## config.mk

```make
export PLATFORM = sky130hd
export DESIGN_NAME = button_conditioner
export DESIGN_NICKNAME = d
export VERILOG_FILES = /design/src/rtl/button_conditioner.sv
export SDC_FILE = /design/constraint.sdc
export NUM_CORES = 1
export LEC_CHECK = 0
export CORE_ASPECT_RATIO = 0.7
export CORE_UTILIZATION = 51
export DETAILED_ROUTE_END_ITERATION = 16
export GPL_ROUTABILITY_DRIVEN = 0
export PLACE_DENSITY = 0.79
export SYNTH_ARGS = -nofsm -noshare
export SYNTH_HDL_FRONTEND = slang
export SYNTH_HIERARCHICAL = 1
export SYNTH_SLANG_ARGS = --single-unit
```

## constraint.sdc

```tcl
create_clock -name clk0 -period 2.3 [get_ports clk0]
set_input_delay 0.46 -clock clk0 [delete_from_list [all_inputs] [get_ports clk0]]
set_output_delay 0.46 -clock clk0 [all_outputs]
set_load 0.005 [all_outputs]
```

## src/rtl/button_conditioner.sv

```systemverilog
// Board-pin front end: synchronises switches and buttons, debounces the buttons and
// derives a stretched core reset plus a toggled core-enable level with press strobe.

module button_debounce #(
  parameter int DB_CYCLES = 1000000,
  parameter int CNT_W     = 20
) (
  input  logic clk0,
  input  logic rst0,
  input  logic s,
  output logic rise,
  output logic fall,
  output logic high
);
  typedef enum logic [1:0] {IDLE, RISE_CHK, HIGH, FALL_CHK} state_t;

  localparam logic [CNT_W-1:0] LAST = CNT_W'(DB_CYCLES - 1);

  state_t           state, state_next;
  logic [CNT_W-1:0] cnt, cnt_next;

  // NOTE: state registers use non-blocking assignments so every flop samples pre-edge values.
  always_ff @(posedge clk0 or posedge rst0) begin
    if (rst0) begin
      state <= IDLE;
      cnt   <= '0;
    end else begin
      state <= state_next;
      cnt   <= cnt_next;
    end
  end

  // NOTE: every output of this block gets a default first, so no path can infer a latch.
  always_comb begin
    state_next = state;
    cnt_next   = cnt;
    rise       = 1'b0;
    fall       = 1'b0;
    unique case (state)
      IDLE: begin
        if (s) begin
          state_next = RISE_CHK;
          cnt_next   = CNT_W'(1);
        end
      end
      RISE_CHK: begin
        if (!s) begin
          state_next = IDLE;
          cnt_next   = '0;
        end else if (cnt == LAST) begin
          state_next = HIGH;
          cnt_next   = '0;
          rise       = 1'b1;
        end else begin
          cnt_next = cnt + CNT_W'(1);
        end
      end
      HIGH: begin
        if (!s) begin
          state_next = FALL_CHK;
          cnt_next   = CNT_W'(1);
        end
      end
      FALL_CHK: begin
        if (s) begin
          state_next = HIGH;
          cnt_next   = '0;
        end else if (cnt == LAST) begin
          state_next = IDLE;
          cnt_next   = '0;
          fall       = 1'b1;
        end else begin
          cnt_next = cnt + CNT_W'(1);
        end
      end
    endcase
  end

  // Accepted level after this edge, so a press is visible on its acceptance edge.
  assign high = (state_next == HIGH) || (state_next == FALL_CHK);
endmodule

module button_conditioner #(
  parameter int SW_W      = 16,
  parameter int DB_CYCLES = 1000000,
  parameter int CNT_W     = 20,
  parameter int RST_HOLD  = 16,
  parameter int HOLD_W    = 5
) (
  input  logic            clk0,
  input  logic            rst0,
  input  logic            btn_rst_in,
  input  logic            btn_en_in,
  input  logic [SW_W-1:0] sw_in,
  output logic            proc_rst,
  output logic            proc_en,
  output logic            en_strobe,
  output logic [SW_W-1:0] sw_out
);
  localparam logic [HOLD_W-1:0] HOLD_INIT = HOLD_W'(RST_HOLD);

  logic [1:0]        rst_sync, en_sync;
  logic [SW_W-1:0]   sw_meta, sw_sync;
  logic              rst_rise, rst_fall, rst_high;
  logic              en_rise, en_fall, en_high;
  logic [HOLD_W-1:0] hold_cnt, hold_next;
  logic              proc_rst_next;
  logic              unused_en;

  always_ff @(posedge clk0 or posedge rst0) begin
    if (rst0) begin
      rst_sync <= '0;
      en_sync  <= '0;
      sw_meta  <= '0;
      sw_sync  <= '0;
    end else begin
      rst_sync <= {rst_sync[0], btn_rst_in};
      en_sync  <= {en_sync[0], btn_en_in};
      sw_meta  <= sw_in;
      sw_sync  <= sw_meta;
    end
  end

  assign sw_out = sw_sync;

  button_debounce #(.DB_CYCLES(DB_CYCLES), .CNT_W(CNT_W)) u_rst_db (
    .clk0 (clk0),
    .rst0 (rst0),
    .s    (rst_sync[1]),
    .rise (rst_rise),
    .fall (rst_fall),
    .high (rst_high)
  );

  button_debounce #(.DB_CYCLES(DB_CYCLES), .CNT_W(CNT_W)) u_en_db (
    .clk0 (clk0),
    .rst0 (rst0),
    .s    (en_sync[1]),
    .rise (en_rise),
    .fall (en_fall),
    .high (en_high)
  );

  // Enable release and level carry no meaning for the outputs.
  assign unused_en = en_fall ^ en_high;

  always_comb begin
    hold_next = hold_cnt;
    if (rst_fall)
      hold_next = HOLD_INIT;
    else if (hold_cnt != '0)
      hold_next = hold_cnt - HOLD_W'(1);
    proc_rst_next = rst_high || (rst_rise) || (hold_next != '0);
  end

  // Reset wins over a same-edge enable press, so the enable path keys off proc_rst_next.
  always_ff @(posedge clk0 or posedge rst0) begin
    if (rst0) begin
      hold_cnt  <= HOLD_INIT;
      proc_rst  <= 1'b1;
      proc_en   <= 1'b0;
      en_strobe <= 1'b0;
    end else begin
      hold_cnt  <= hold_next;
      proc_rst  <= proc_rst_next;
      en_strobe <= en_rise && !proc_rst_next;
      if (proc_rst_next)
        proc_en <= 1'b0;
      else if (en_rise)
        proc_en <= ~proc_en;
    end
  end
endmodule

```

[Yosys cells after proc, flatten, opt, wreduce, memory -nomap -nowiden]
Cells that the tools add are included.
Storage, ports and cells
  bits in registers: 88
  latch bits: 0
  bits in writable memories: 0
  bits in read-only memories: 0
  input port bits: 20
  output and inout bits: 19
  logic and storage cells: 83
  memories: 0
Operators by class
  add/subtract/negate cells: 3
  multiply operators: 0
  div/mod/pow operators: 0
  magnitude comparators: 0
  equality and inequality tests: 16
  shift operators: 0
  muxes and demuxes: 38
  bitwise gates (word level): 1
  reductions and logical operators: 13
Operators by type and width (number)
  $mux 20: 10
  $pmux 20 s4: 2
  $add 20x1->20 const B: 2
  $eq 20x20->1 const B: 2
  $mux 2: 12
  $pmux 2 s4: 2
  $eq 2x2->1 const B: 6
  $mux 1: 10
  $mux 5: 2
  $reduce_bool 5->1: 2
  $ne 2x2->1 const B: 4
  $ne 3x2->1 const B: 2
  $sub 5x1->5 const B: 1
  $eq 2x1->1 const B: 2
  $logic_not 2->1: 2
  $reduce_and 2->1: 2
  $reduce_and 4->1: 1
  $logic_or 1x1->1: 3
  $reduce_bool 2->1: 1
  $logic_and 1x1->1: 1
  $logic_not 1->1: 1
  $not 1->1: 1

[Depth between registers and ports, before layout]
Gate-level depths: netlist (run 1).
  depth in word-level cells: 10
  depth in mapped cells: 9
  depth with buffers taken out: 9

[Hierarchy]
Netlist (run 1), hierarchy kept.
Modules (own cells, without submodules)
  button_debounce: instances 2, cells an instance 139, area each 1253.7 sq um, sequential area each 550.5 sq um
  button_conditioner: instances 1, cells an instance 73, area each 1318.8 sq um, sequential area each 1103.6 sq um

[Worst setup path before layout (run 1)]
No wires, ideal clock.
  kind: register to register
  from: reg u_rst_db.cnt[8]
  to: reg proc_en
  setup time: 132 ps
  arrival: 2353 ps
  required time: 2168 ps
  slack: -184 ps
  stages on the path, launching flop included: 9
  buffers on the path: 0
  clock period less this slack: 2484 ps
  path through: dfrtp_1 or4b_1 or3_4 nor2_1 nand2_1 nor3b_1 nor4_1 nand3_1 nor3_1
On the way
  elaborated cells on any way between the ends: 20
  classes of those cells: eq/ne (3); mux (12); reduce/logical (5)
RTL lines
  start, declared: line 20  | logic [CNT_W-1:0] cnt, cnt_next;
  start signal, assigned: line 29  | cnt <= cnt_next;
  $eq 20x20->1 (*): line 68  | end else if (cnt == LAST) begin
  $mux 1 (*): line 68
  $mux 1 (*): line 65  | if (s) begin
  $mux 1 (*): line 39  | unique case (state)
  net rst_fall: line 104  | logic rst_rise, rst_fall, rst_high;
  $mux 5 (*): line 149  | if (rst_fall)
  $reduce_bool 5->1 (*): line 153  | proc_rst_next = rst_high || (rst_rise) || (hold_next != '0);
  $logic_or 1x1->1 (*): line 153
  $mux 1 / $reduce_bool 2->1 (equally long branches)
  end signal, assigned: line 170  | proc_en <= ~proc_en;
  end, declared: line 96  | output logic proc_en,
Mark *: on every way through the listed nets, which the timed path passes. The rest lies on a longest branch.
A chain may end at the register's enable or synchronous reset.

[Worst setup path after layout (run 1)]
  from: reg u_rst_db.cnt[8]
  to: reg en_strobe
On the way
  cells in the longest elaborated chain, start to end: 10
  elaborated cells on any way between the ends: 20
  classes of those cells: eq/ne (3); mux (11); reduce/logical (6)
Ends and longest elaborated chain
  $eq 20x20->1 (*): line 50, 68
  $mux 2 (on tied branches): line 68, 50
  $mux 2 (on tied branches): line 65, 47
  $pmux 2 s4 (*): line 39
  $eq 2x2->1: line 80  | assign high = (state_next == HIGH) || (state_next == FALL_CHK);
  $logic_or 1x1->1 (*): line 80
  net rst_high: line 104
  $logic_or 1x1->1 (*) (2 in series): line 153
  $logic_not 1->1 (*): line 166  | en_strobe <= en_rise && !proc_rst_next;
  $logic_and 1x1->1 (*): line 166
  end signal, assigned: line 166
  end, declared: line 97  | output logic en_strobe,
Marks and branches as above.

==> flow_summary.json, run 1 <==
{
  "fillCellCount": 506,
  "seq_power_share_pct": 56.8,
  "status": "finished with violations",
  "area_delta_synth_final_pct": 23.63,
  "drtIter0Drc": 230,
  "relSlewSlack_pct": 60.73,
  "grt_pass1_wl_um": 13210,
  "post-route-min-period_ns": 2.346,
  "cts-root-buf": "clkbuf_8",
  "layout-drive-gt1-share_pct": 16.19,
  "p_switching_uw": 736.3,
  "yosysWarnings": 6,
  "slew_viol_final": 0,
  "drt-vias-per-instance": 5.654,
  "grt_usage_pct": 22.20,
  "clock_latency_ns": 0.36,
  "p_int_mw": 2.114,
  "max_clock_freq_ghz": 0.4263,
  "cts_buffer_depth": 2,
  "power.total_mw": 2.850,
  "pwr-share-clk_pct": 36.7,
  "cts_sinks": 88,
  "p_per_area_nw_per_um2": 605.5,
  "combPwrFrac_pct": 6.5,
  "clk_pin_slew_worst_paths_ns": 0.10,
  "grt_pass1_vias": 2763,
  "core-area_um2": 6975,
  "wl_per_cell_um": 15.45,
  "final-instance-count-excl-fill": 514,
  "antenna_found_initial": 0,
  "netlist_area_um2": 3807,
  "fin_nets": 438,
  "dp.cells": 495,
  "critPathKind": "reg -> reg",
  "cts_htree_levels": 3,
  "drc": 0,
  "wirelength_um": 7942,
  "finalHoldViolCount": 0,
  "tritoncts": "done",
  "dieWidth_um": 105.3,
  "dpl.hpwl_um": 5571,
  "rsz0062_at_grt": "yes",
  "critPathArrivalTime_ns": 2.62,
  "cap_violations": 0,
  "cp_max_fo": 3,
  "gr-total-overflow": 0,
  "layout_setup_ws_ns": -0.04569,
  "start_util_pct": 54.58,
  "setup_viol": 4,
  "final_util_pct": 67.48,
  "crit_required_ns": 2.57,
  "hold_class": "reg -> reg",
  "switching_share_pct": 25.83,
  "numCtsBuffers": 9,
  "worst_pin_slew_ns": 0.5885,
  "diodes": 0,
  "fin_skew_ns": 0.01028,
  "syn_nets": 372,
  "crit_path_start_kind": "register",
  "syn_area_per_cell_um2": 10.91,
  "tns_ns": -0.07249,
  "failed_checks": "negative setup slack",
  "netlist_instances": 349,
  "peakVddDrop_uv": 415.4,
  "cts_hold_buf": 0,
  "dieArea_um2": 7821,
  "firstDrtPassIters": 5,
  "period_share_pct": 102.0,
  "vias": 2906,
  "die_y_um": 74.29,
  "drtAntennaViolNets": 0,
  "cp-end-kind": "register",
  "grt_max_degree": 45,
  "num_rows": 25,
  "p_leak_nw": 2.040,
  "ios": 39,
  "io_buffers": 38
}
[power groups by stage]
| stage | combinational (mW) | sequential, mW | clock (mW) |
|---|---|---|---|
| global placement | 0.184 | 1.65 | 0 |
| detailed placement | 0.188 | 1.65 | 0 |
| global route | 0.209 | 1.63 | 1.15 |
| finish | 0.186 | 1.62 | 1.05 |
| CTS | 0.188 | 1.62 | 1.09 |
| floorplan | 0.0898 | 1.64 | 0 |
[cells in the final DEF (no fill, tap or decap), drive strengths merged, types with 13 or more instances in the layout]
| cell | n |
|---|---|
| buf | 23 |
| clkdlybuf4s50 | 38 |
| dfrtp | 86 |
| inv | 18 |
| nand2 | 38 |
| nand3 | 15 |
| nor2 | 26 |
| nor3 | 15 |
| o21ai | 21 |
| xnor2 | 13 |
[layer usage]
metal	up-vias	GRT usage (%)	wire length (um)
met5	-	0	0
met4	0	8.138	117
met3	13	10.08	926
met2	137	32.24	3446
met1	1392	29.63	3451
li1	1364	-	-
[cell type report]
class	instances	area (um2)	area share [%]
Clock inverter	7	67.56	1.435
Inverter	13	48.80	1.037
Clock buffer	9	123.9	2.632
Sequential cell	88	2205	46.84
Tap cell	94	117.6	2.499
Timing Repair Buffer	61	569.3	12.09
Multi-Input combinational cell	242	1575	33.47
[critical path: stages (launching register included)]
cell,delay [ns]
dfrtp_1,0.38
or4b_1,0.51
or3_4,0.36
nor2_4,0.10
nand2_2,0.07
mux2_2,0.30
nor4_4,0.16
nand3_2,0.14
nor3b_2,0.23
[stage by stage]
stage	setup WS (ns)	instance area, um2	hold slack (ns)
finish	-0.04569	4707	0.3543
global route	-0.1522	4707	0.3619
CTS	-0.03849	4653	0.3556
detailed placement	-0.1021	4438	0.3347
global placement	0.02215	4438	0.3317
floorplan	0.002318	3822	0.3312
[what timing repair did]
item,CTS,global route
buffers inserted,1,2
resized for setup,3,8
setup endpoints to repair,3,19
pin swaps,2,4
[sequential cells by signal, summed over array words and instances (netlist names), 2 cells and up]
signal          count
u_en_db/cnt        20
u_rst_db/cnt       20
sw_meta            16
sw_out             16
hold_cnt            5
en_sync             2
rst_sync            2
u_en_db/state       2
u_rst_db/state      2
[final timing paths]
| kind | start | endpoint | slack, ns | cells past startpoint |
|---|---|---|---|---|
| min in group asynchronous | rst0 | u_en_db/cnt[14] | 0.48 | 3 |
| max in group asynchronous | rst0 | hold_cnt[4] | 1.52 | 3 |
| max | u_rst_db/cnt[8] | en_strobe | -0.05 | 8 |
| min reg2reg | sw_meta[6] | sw_out[6] | 0.35 | 0 |
| min | sw_meta[6] | sw_out[6] | 0.35 | 0 |
| max reg2reg | u_rst_db/cnt[8] | en_strobe | -0.05 | 8 |
No activity file was read; power rests on OpenSTA's default activity.
==> inputs of run 2 (changes only) <==
--- a/config.mk
+++ b/config.mk
@@ -9,6 +9,7 @@
 export CORE_UTILIZATION = 51
 export DETAILED_ROUTE_END_ITERATION = 16
 export GPL_ROUTABILITY_DRIVEN = 0
+export GPL_TIMING_DRIVEN = 0
 export PLACE_DENSITY = 0.79
 export SYNTH_ARGS = -nofsm -noshare
 export SYNTH_HDL_FRONTEND = slang
==> run 2 against run 1 <==
Against the previous run: the run still ends with negative setup slack left; final area shrank 2.0%; sequential share of layout area up 1.0 points; flip-flop and latch count stayed put; clock skew is 0.00067 ns higher; final cell count fell by 2.3%; die area is the same; sequential power about the same; critical path depth is the same; combinational power hardly changed; via count down 2.8%; clock power up 7%; utilization is 1.4 points lower; highest routed layer unchanged.
==> flow_summary.json, run 2 (same netlist as run 1, synthesis figures left out) <==
{
  "status": "finished with violations",
  "failed_checks": "negative setup slack",
  "drc": 0,
  "crit_buf_inv": 0,
  "gr-total-overflow": 0,
  "fin_nets": 426,
  "r2r-start": "u_rst_db/cnt[8]",
  "clock_latency_ns": 0.36,
  "die_y_um": 74.29,
  "wl_per_cell_um": 15.62,
  "area_delta_synth_final_pct": 21.13,
  "setup_viol": 3,
  "crit_required_ns": 2.59,
  "num_rows": 25,
  "dieWidth_um": 105.3,
  "critPathArrivalTime_ns": 2.68,
  "relSlewSlack_pct": 42.11,
  "wirelength_um": 7839,
  "r2r-end": "proc_rst",
  "slowest_stage": "or4b_1",
  "rrSetupSlack_ns": -0.09,
  "start_util_pct": 54.58,
  "grt_use_met2_pct": 33.04,
  "io_buffers": 38,
  "cap_violations": 0,
  "cp-end-kind": "register",
  "vias": 2824,
  "pre_cts_ws_ns": -0.1909,
  "hold_class": "reg -> reg",
  "drt-vias-per-instance": 5.625,
  "largestRegisters": "u_en_db/cnt: 20 flops, u_rst_db/cnt: 20 flops",
  "core-area_um2": 6975,
  "drtIter0Drc": 148,
  "cts-root-buf": "clkbuf_8",
  "busiest_layer": "met2",
  "rr_worst_depth": 8,
  "dieArea_um2": 7821,
  "cp.depth": 8,
  "layout_commonest_cell": "dfrtp_1",
  "gr-usage-met1_pct": 29.62,
  "max_clock_freq_ghz": 0.4184,
  "max_stage_delay_ns": 0.51,
  "worst_pin_slew_ns": 0.8674,
  "tritoncts": "done",
  "firstDrtPassIters": 4,
  "cts_buffer_depth": 2,
  "p_per_area_nw_per_um2": 633.1,
  "diodes": 0,
  "cts_hold_buf": 0,
  "use_met3_pct": 8.852,
  "layout-drive-gt1-share_pct": 13.48,
  "path_cells": "or4b_1 > or3_4 > nor2_4 > nand2_4 > mux2_2 > nor4_2 > nand3_1 > or2_1",
  "power.total_mw": 2.920,
  "fin_skew_ns": 0.01095,
  "dpl.hpwl_um": 5352,
  "critPathKind": "reg -> reg",
  "grt_usage_pct": 22.03,
  "finalInstanceArea_um2": 4612,
  "antenna_found_initial": 0,
  "peakVddDrop_uv": 592.5,
  "finalHoldViolCount": 0,
  "rsz0062_at_grt": "yes",
  "numCtsBuffers": 9,
  "cts_sinks": 88,
  "multi_input_area_um2": 1562,
  "clk_pin_slew_worst_paths_ns": 0.09,
  "cts_htree_levels": 3,
  "slew_viol_final": 0,
  "layout_setup_ws_ns": -0.08985,
  "final-instance-count-excl-fill": 502,
  "grt_max_degree": 45,
  "register_area_um2": 2207,
  "layout_common_cells": "dfrtp_1 (84), clkdlybuf4s50_1 (38), nand2_1 (37)",
  "ios": 39,
  "crit_path_start": "u_rst_db/cnt[8]",
  "p_leak_nw": 1.975,
  "critPathCapture": "proc_rst",
  "drtAntennaViolNets": 0,
  "cp_top_family": "simple AND/OR/NAND/NOR gates",
  "dp.cells": 481,
  "fillCellCount": 524,
  "final_util_pct": 66.12,
  "cp_max_fo": 3,
  "grt_pass1_wl_um": 13010,
  "post-route-min-period_ns": 2.390,
  "grt_pass1_vias": 2673,
  "crit_path_start_kind": "register",
  "period_share_pct": 103.9,
  "dpl-instance-area_um2": 4320
}
-- run 2: cell types whose count changed in the layout (fill, tap and decap cells not counted), moves of 2 or more --
cell	delta
inv_8	-2
buf_4	-15
dfrtp_2	+2
clkbuf_1	+2
dfrtp_1	-2
buf_6	+2
-- run 2: timing repair --
item | 4_1_cts | 5_1_grt
gates cloned | 0 | 0
setup buffers | 4 | 1
endpoints found under the setup margin | 3 | 14
resized for setup | 7 | 4
pin swaps | 2 | 3
-- run 2: final cells by class --
cell class	count	area share, %
flip-flops and latches	88	47.86
repair buffers	43	9.061
plain buffers	6	1.058
inverters	13	1.058
multi-input cells	242	33.86
clock inverters	6	1.574
clock buffers	10	2.984
well taps	94	2.550
-- run 2: worst min path at each step --
stage	start	to	slack, ns	cells past startpoint
floorplan	en_sync[0]	en_sync[1]	0.33	0
global placement	sw_meta[5]	sw_out[5]	0.33	0
detailed placement	sw_meta[0]	sw_out[0]	0.34	0
CTS	sw_meta[5]	sw_out[5]	0.36	0
global route	sw_meta[7]	sw_out[7]	0.36	0
finish	sw_meta[2]	sw_out[2]	0.35	0
-- run 2: power breakdown --
group	internal, mW	switching (mW)
clock	0.549	0.569
sequential	1.59	0.0284
combinational	0.0901	0.0932
total	2.23	0.690
-- run 2: per-layer routing --
metal	up-vias	share of wire, %	wire length [um]
met1	1374	45	3544
met5	-	0	0
li1	1353	-	-
met3	9	8.1	637
met4	0	1.1	86
met2	88	46	3571
-- run 2: per-stage QoR --
step	hold WS (ns)	setup TNS [ns]
after global routing	0.3618	-0.4646
after floorplan	0.3312	0
after global placement	0.3311	-2.317
after CTS	0.3562	-0.2013
final	0.3529	-0.1966
after detailed placement	0.3355	-0.5157
